[config.mk]
export PLATFORM = sky130hd
export DESIGN_NAME = simm_controller_burst
export DESIGN_NICKNAME = d
export VERILOG_FILES = /design/src/rtl/simm_pkg.sv /design/src/rtl/simm_refresh_timer.sv /design/src/rtl/simm_controller_burst.sv
export SDC_FILE = /design/constraint.sdc
export NUM_CORES = 1
export LEC_CHECK = 0
export ABC_AREA = 1
export ABC_CLOCK_PERIOD_IN_PS = 1750
export CORE_ASPECT_RATIO = 2
export CORE_MARGIN = 4
export CORE_UTILIZATION = 35
export CTS_CLUSTER_SIZE = 25
export DETAILED_ROUTE_END_ITERATION = 10
export GPL_TIMING_DRIVEN = 0
export PLACE_DENSITY = 0.6
export SKIP_LAST_GASP = 1
export SLEW_MARGIN = 0
export SYNTH_ARGS = -nofsm -noshare
export SYNTH_HDL_FRONTEND = slang
export SYNTH_SLANG_ARGS = --single-unit
[constraint.sdc]
create_clock -name clock -period 1.75 [get_ports clock]
set_input_delay 0.35 -clock clock [delete_from_list [all_inputs] [get_ports clock]]
set_output_delay 0.35 -clock clock [all_outputs]
set_load 0.01 [all_outputs]
[src/rtl/simm_pkg.sv]
// Shared types and default timing for the burst-capable FPM DRAM SIMM controller.
package simm_pkg;

  typedef enum logic [3:0] {
    IDLE,
    ROW,
    COL,
    BPRE,
    HOLD,
    PRE,
    REF_CAS,
    REF_RAS,
    REF_PRE
  } state_t;

  localparam int unsigned DEF_T_RCD            = 1;
  localparam int unsigned DEF_T_CAS            = 2;
  localparam int unsigned DEF_T_RAS_REF        = 3;
  localparam int unsigned DEF_T_RP             = 2;
  localparam int unsigned DEF_REFRESH_INTERVAL = 250;

  // Phase down-counter width; every timing parameter must fit below 2**CNT_W.
  localparam int unsigned CNT_W       = 8;
  localparam int unsigned BEAT_W      = 2;
  localparam int unsigned BURST_BEATS = 4;

endpackage

[src/rtl/simm_refresh_timer.sv]
// Free-running refresh interval counter with pending request and sticky overrun flag.
module simm_refresh_timer
  import simm_pkg::*;
#(
  parameter int unsigned REFRESH_INTERVAL = DEF_REFRESH_INTERVAL
) (
  input  logic clock,
  input  logic reset,
  input  logic ack,
  output logic pending,
  output logic overrun
);

  localparam int unsigned CW = $clog2(REFRESH_INTERVAL + 1);

  logic [CW-1:0] count;
  logic          tick;
  logic          pend_q;

  assign tick = (count == CW'(REFRESH_INTERVAL - 1));

  // The tick is visible in its own cycle so refresh wins a tie with a new access.
  assign pending = pend_q | tick;

  always_ff @(posedge clock) begin
    if (reset) begin
      count   <= '0;
      pend_q  <= 1'b0;
      overrun <= 1'b0;
    end else begin
      count  <= tick ? '0 : count + CW'(1);
      pend_q <= (pend_q | tick) & ~ack;
      if (tick && pend_q && !ack) begin
        overrun <= 1'b1;
      end
    end
  end

endmodule

[src/rtl/simm_controller_burst.sv]
// FPM DRAM SIMM controller: per-bank RAS, per-lane CAS, 68030 4-beat bursts and CBR refresh.
module simm_controller_burst
  import simm_pkg::*;
#(
  parameter int unsigned NUM_BANKS        = 4,
  parameter int unsigned BANK_BITS        = $clog2(NUM_BANKS),
  parameter int unsigned LANES            = 4,
  parameter int unsigned T_RCD            = DEF_T_RCD,
  parameter int unsigned T_CAS            = DEF_T_CAS,
  parameter int unsigned T_RAS_REF        = DEF_T_RAS_REF,
  parameter int unsigned T_RP             = DEF_T_RP,
  parameter int unsigned REFRESH_INTERVAL = DEF_REFRESH_INTERVAL
) (
  input  logic                 clock,
  input  logic                 reset,
  input  logic                 cs,
  input  logic                 as,
  input  logic                 ds,
  input  logic                 rn_w,
  input  logic [BANK_BITS-1:0] bank_addr,
  input  logic [LANES-1:0]     byte_selects,
  input  logic                 burst_req,
  input  logic [1:0]           col_lsb_in,
  output logic                 write,
  output logic [NUM_BANKS-1:0] ras,
  output logic [LANES-1:0]     cas,
  output logic                 waitstate,
  output logic                 mux_select,
  output logic [1:0]           col_lsb,
  output logic                 burst_ack,
  output logic                 refresh_busy,
  output logic                 refresh_overrun
);

  // With a one-cycle CAS phase the ready beat is also the entry cycle.
  localparam logic READY_ON_ENTRY = (T_CAS == 1);

  state_t            state;
  logic [CNT_W-1:0]  cnt;
  logic [BEAT_W-1:0] beat;
  logic [LANES-1:0]  bsel_q;
  logic              burst_q;
  logic              ref_pending;
  logic              ref_ack_c;
  logic              unused_ds;

  // Early write puts data on the bus before CAS, so ds carries no timing.
  assign unused_ds = ds;

  assign ref_ack_c = (state == IDLE) && ref_pending;

  simm_refresh_timer #(
    .REFRESH_INTERVAL(REFRESH_INTERVAL)
  ) u_refresh_timer (
    .clock  (clock),
    .reset  (reset),
    .ack    (ref_ack_c),
    .pending(ref_pending),
    .overrun(refresh_overrun)
  );

  // Outputs are registered and updated on the transition into the state that owns them.
  always_ff @(posedge clock) begin
    if (reset) begin
      state        <= IDLE;
      cnt          <= '0;
      beat         <= '0;
      bsel_q       <= '0;
      burst_q      <= 1'b0;
      write        <= 1'b0;
      ras          <= '0;
      cas          <= '0;
      waitstate    <= 1'b1;
      mux_select   <= 1'b0;
      col_lsb      <= 2'd0;
      burst_ack    <= 1'b0;
      refresh_busy <= 1'b0;
    end else begin
      case (state)
        IDLE: begin
          if (ref_pending) begin
            state        <= REF_CAS;
            cas          <= '1;
            refresh_busy <= 1'b1;
          end else if (cs && as) begin
            state      <= ROW;
            cnt        <= CNT_W'(T_RCD - 1);
            beat       <= '0;
            bsel_q     <= byte_selects;
            burst_q    <= burst_req;
            write      <= rn_w;
            ras        <= NUM_BANKS'(1) << bank_addr;
            mux_select <= 1'b0;
            col_lsb    <= col_lsb_in;
          end
        end

        ROW: begin
          if (cnt == '0) begin
            state      <= COL;
            cnt        <= CNT_W'(T_CAS - 1);
            mux_select <= 1'b1;
            cas        <= write ? bsel_q : '1;
            if (READY_ON_ENTRY) begin
              waitstate <= 1'b0;
              burst_ack <= burst_q;
            end
          end else begin
            cnt <= cnt - CNT_W'(1);
          end
        end

        COL: begin
          if (cnt == '0) begin
            if (burst_q && (beat != BEAT_W'(BURST_BEATS - 1))) begin
              state     <= BPRE;
              beat      <= beat + BEAT_W'(1);
              cas       <= '0;
              waitstate <= 1'b1;
              col_lsb   <= col_lsb + 2'd1;
            end else begin
              state     <= HOLD;
              burst_ack <= 1'b0;
            end
          end else begin
            cnt <= cnt - CNT_W'(1);
            if (cnt == CNT_W'(1)) begin
              waitstate <= 1'b0;
              burst_ack <= burst_q;
            end
          end
        end

        BPRE: begin
          state <= COL;
          cnt   <= CNT_W'(T_CAS - 1);
          cas   <= write ? bsel_q : '1;
          if (READY_ON_ENTRY) begin
            waitstate <= 1'b0;
          end
        end

        HOLD: begin
          if (!as) begin
            state      <= PRE;
            cnt        <= CNT_W'(T_RP - 1);
            write      <= 1'b0;
            ras        <= '0;
            cas        <= '0;
            waitstate  <= 1'b1;
            mux_select <= 1'b0;
            col_lsb    <= 2'd0;
            burst_ack  <= 1'b0;
          end
        end

        PRE: begin
          if (cnt == '0) begin
            state <= IDLE;
          end else begin
            cnt <= cnt - CNT_W'(1);
          end
        end

        REF_CAS: begin
          state <= REF_RAS;
          cnt   <= CNT_W'(T_RAS_REF - 1);
          ras   <= '1;
        end

        REF_RAS: begin
          if (cnt == '0) begin
            state <= REF_PRE;
            cnt   <= CNT_W'(T_RP - 1);
            ras   <= '0;
            cas   <= '0;
          end else begin
            cnt <= cnt - CNT_W'(1);
          end
        end

        REF_PRE: begin
          if (cnt == '0) begin
            state        <= IDLE;
            refresh_busy <= 1'b0;
          end else begin
            cnt <= cnt - CNT_W'(1);
          end
        end

        default: begin
          state <= IDLE;
        end
      endcase
    end
  end

endmodule

# After elaboration in Yosys (flattened, before gate mapping)
# Cells that the tools add are included.
op_classes:
  n_addsub: 4
  n_eq_ne: 26
  shifts: 1
  n_mux: 56
  n_bitwise: 4
  reduce_logical: 33
ops:
  columns: ["operator", "n"]
  rows:
  - ["$mux W4", 15]
  - ["$pmux W8 S6", 1]
  - ["$mux W8", 5]
  - ["$pmux W4 S8", 1]
  - ["$pmux W4 S6", 1]
  - ["$ne A2 B2 Y1 const B", 10]
  - ["$reduce_and A5 Y1", 4]
  - ["$mux W2", 9]
  - ["$eq A4 B3 Y1 const B", 4]
  - ["$pmux W4 S4", 1]
  - ["$mux W1", 15]
  - ["$reduce_and A4 Y1", 3]
  - ["$reduce_and A6 Y1", 2]
  - ["$reduce_bool A6 Y1", 2]
  - ["$ne A3 B3 Y1 const B", 3]
  - ["$add A8 B1 Y8 const B", 1]
  - ["$eq A4 B2 Y1 const B", 2]
  - ["$eq A8 B1 Y1 const B", 1]
  - ["$eq A8 B8 Y1 const B", 1]
  - ["$logic_not A8 Y1", 1]
  - ["$pmux W1 S2", 4]
  - ["$reduce_bool A2 Y1", 4]
  - ["$sub A8 B1 Y8 const B", 1]
  - ["$reduce_and A7 Y1", 1]
  - ["other kinds (21)", 32]
word_totals:
  register_bits: 44
  word_cells: 140

# Longest topological paths before layout
logic_depth:
  word_depth: 5
  mapped_depth: 13
  depth_no_buf: 12

# Cells and area by module
# From an unflattened synthesis, not the netlist that was laid out.
hier_totals:
  cells_unflattened: 396
  area_unflattened_um2: 2696.3
modules_own_cells:
  columns: ["module", "n_inst", "cells_each", "area_each_um2", "seq_area_each_um2"]
  rows:
  - ["simm_controller_burst", 1, 337, 2188.3, 680.7]
  - ["simm_refresh_timer", 1, 59, 508.0, 200.2]

# Worst setup path after synthesis
# No wires, ideal clock.
synth_timing:
  kind: "register -> register"
  from: "reg u_refresh_timer.count[1]"
  to: "reg cnt[2]"
  setup_time_ns: 0.113
  arrival_time_ns: 1.481
  slack_ns: 0.157
  path_stages_with_launch: 14
  n_path_buf: 1
  synth_period_minus_slack_ns: 1.593
  cell_sequence: "dfxtp_1 > inv_1 > ha_1 > inv_1 > nor2_1 > nand2_1 > nand2_1 > nand2_2 > nand2_1 > nor2_4 > buf_6 > nand2_1 > nand2_1 > nor2_1"
synth_between:
  elab_chain_cells: 4
synth_rtl:
  columns: ["item", "line_no", "rtl"]
  rows:
  - ["from (decl)", "simm_refresh_timer.sv:16", "logic [CW-1:0] count;"]
  - ["from (signal assigned)", "simm_refresh_timer.sv:31", "count <= tick ? '0 : count + CW'(1);"]
  - ["$eq A8 B8 Y1", "simm_refresh_timer.sv:20", "assign tick = (count == CW'(REFRESH_INTERVAL - 1));"]
  - ["$or A1 B1 Y1", "simm_refresh_timer.sv:23", "assign pending = pend_q | tick;"]
  - ["$ne A2 B2 Y1 (no source line)", null, null]
  - ["$reduce_and A5 Y1 (no source line)", null, null]
  - ["to (signal assigned)", "simm_controller_burst.sv:87", "cnt <= CNT_W'(T_RCD - 1);"]
  - ["to (signal assigned)", "simm_controller_burst.sv:101", "cnt <= CNT_W'(T_CAS - 1);"]
  - ["to (signal assigned)", "simm_controller_burst.sv:109", "cnt <= cnt - CNT_W'(1);"]
  - ["to (decl)", "simm_controller_burst.sv:39", "logic [CNT_W-1:0] cnt;"]
# No other way between the ends.
# A chain may end at the register's enable or synchronous reset.

# Worst setup path in the final report
layout_timing:
  from: "reg u_refresh_timer.count[1]"
  to: "reg cnt[1]"
# Same word-level chain as after synthesis.

==> out/qor.txt <==
outcome -> completed
Slew headroom -> 0.616
# setup viols final -> 0
initial drt markers -> 111
synthesized flop and latch total -> 44
layout cells sized above 1 -> 0.157
Die Height -> 127 µm
fmax -> 0.613 GHz
vias in the first global route -> 2606
Mapped Cells -> 401
CTS tree -> built
# diodes -> 0
setup_tns -> 0 ns
Die Wd -> 67.7 µm
most frequent cells in the layout -> nand2_1 (92), nor2_1 (74), inv_1 (42), dfxtp_1 (39)
setup ws final -> 0.119 ns
Distinct cells, synth -> 29
total CTS buffers -> 5
initial antenna violation count -> 0
DP HPWL -> 5.31 mm
Clk pin slew, worst setup/hold paths -> 0.07 ns
CTS HTree Levels -> 2
Starting Density -> 0.359
number of synthesized flops with an enable pin -> 0
placed inst area -> 2890 µm²
Synth Flop Type -> dfxtp_1
maximum clock path buffer count -> 2
static leakage -> 1.47 nW
max-cap violation count -> 0
sequential area share after synthesis -> 0.354
Syn Std Cell Area -> 2490 µm²
global-route wire length before repair -> 11.7 mm
Bufs and invs on worst path -> 4
IO Count -> 31
final hold vios -> 0
Synth warnings -> 0
GP Congestion -> 0.910
dpl ws -> -0.255 ns
Worst Skew -> 0.00779 ns
synthesized area per cell -> 6.21 µm²
RSZ-0062 raised after global routing -> yes
delay-heaviest family, CP -> simple AND/OR/NAND/NOR gates
min Tclk post-route -> 1.63 ns
CP max stage cell -> dfxtp_2
Clock Sinks -> 44
Worst Path Max Fanout -> 6
TritonRoute pass-1 iters -> 4
Startpoint Class -> register
fin nets -> 466
synthesis-to-layout area growth -> 30.9%
row cnt -> 43
slew at the pin closest to its max-slew limit -> 0.576 ns
die area -> 8610 µm²
worst stage delay on the critical path -> 0.35 ns
Worst Hold Class -> reg -> reg
Clock Latency Late Sink -> 0.30 ns
ys async rst share -> 0
core area -> 6940 µm²
Arr. time, crit path -> 1.82 ns
Req. time, crit path -> 1.94 ns
largest net degree at the start of global routing -> 15
Root Driver -> clkbuf_16
I/O Buffers -> 29
kind of critical path -> reg -> reg
Max Slew Vio Count -> 0
Post-route DRC -> 0
post-route cell area -> 3260 µm²
Power Total -> 5.80 mW
Post-Route WL -> 7.04 mm
Total GRT Usage -> 0.179
Cell Pwr Density -> 1780 nW/µm²
syn_nets -> 422
Fillers -> 731
grt ovf -> 0
vias per inst -> 4.87
period utilisation layout -> 0.932
Max VDD drop -> 0.941 mV
WL/cell -> 13.1 µm
Critical Path, Cell by Cell -> inv_1, ha_1, inv_1, nor2_1, nand2_2, nand2_2, nand2_4, nand2_4, nor2_4, buf_4, inv_1, nor2_1, nor2_1
commonest non-fill, non-tap cell in the layout -> nand2_1
CP Capture Type -> register
Post-DRT Antenna Nets -> 0
routed vias -> 2612
[stage by stage]
stage / util / cells / hold WS (ns)
global route: 0.470 / 536 / 0.492
finish: 0.470 / 536 / 0.461
global placement: 0.417 / 520 / 0.447
CTS: 0.450 / 531 / 0.462
detailed placement: 0.417 / 520 / 0.453
floorplan: - / 401 / 0.430
[power breakdown]
group          leakage, nW  switching (mW)  internal (mW)
Sequential           0.362           0.226           1.28
Clock               0.0871           0.416          0.715
Combinational         1.02            1.94           1.23
[cells by family after synthesis]
kind of cell             share of synthesized area
AO/OA/AOI/OAI                                0.111
XOR/XNOR                                   0.00703
adder cells (fa/ha/maj)                     0.0301
buffers and inverters                       0.0939
flip-flops                                   0.354
AND/OR/NAND/NOR                              0.404
[metal layers]
layer,wire length [µm],global-route usage,part of all wire,vias up
met5,0,0,0,-
met4,408,0.115,0.058,0
met3,249,0.0281,0.035,27
met2,3880,0.331,0.55,63
met1,2510,0.173,0.36,1174
li1,-,-,-,1348
[Yosys cell counts (4+ instances only)]
master | number | area (µm²)
dfxtp_1 | 44 | 881
nand3_1 | 29 | 145
nand2_1 | 102 | 383
nor2_2 | 6 | 37.5
ha_1 | 6 | 75.1
nor2_1 | 80 | 300
o21ai_0 | 13 | 65.1
nand2_2 | 5 | 31.3
a31oi_1 | 6 | 37.5
inv_2 | 5 | 18.8
a21oi_1 | 26 | 130
nor3_1 | 5 | 25.0
o21ai_1 | 4 | 20.0
nand4_1 | 4 | 25.0
inv_1 | 47 | 176
[repair_timing]
item,4_1_cts,5_1_grt
hold buffers,0,0
pin swaps,1,6
gates cloned,0,1
gates resized for setup,12,38
setup buffers,3,4
endpoints found under the setup margin,25,31
[cell type report]
class / instances / area (µm²) / area share
inverter: 53 / 199 / 0.0610
buffer: 6 / 37.5 / 0.0115
sequential: 44 / 887 / 0.272
clock inverter: 2 / 38.8 / 0.0119
timing repair buffer: 37 / 353 / 0.108
clock buffer: 6 / 139 / 0.0426
tap: 90 / 113 / 0.0345
multi-input combinational: 298 / 1500 / 0.458
[worst register-to-register path, delay by kind of cell, from the launching register on]
family        cells  cell delay [ns]
simple gates      8             0.73
flops             1             0.35
buf+inv           4             0.27
fa+ha+maj         1             0.17
[sequential cells by signal, summed over array words and instances, names as in the netlist]
name / count
beat: 2
bsel_q: 4
burst_ack: 1
burst_q: 1
cas: 4
cnt: 8
col_lsb: 2
mux_select: 1
ras: 4
refresh_busy: 1
state: 4
u_refresh_timer.count: 8
u_refresh_timer.overrun: 1
u_refresh_timer.pend_q: 1
waitstate: 1
write: 1
[path summary, 6_finish.rpt]
check,from,to,slack (ns),cells past startpoint
worst max-delay path,u_refresh_timer.count[1]$_SDFF_PP0_,cnt[1]$_SDFFE_PP0P_,0.12,13
worst max register to register,u_refresh_timer.count[1]$_SDFF_PP0_,cnt[1]$_SDFFE_PP0P_,0.12,13
worst min-delay path,bsel_q[3]$_SDFFE_PP0P_,bsel_q[3]$_SDFFE_PP0P_,0.46,2
worst min register to register,bsel_q[3]$_SDFFE_PP0P_,bsel_q[3]$_SDFFE_PP0P_,0.46,2
(Power assumes the default switching activity.)
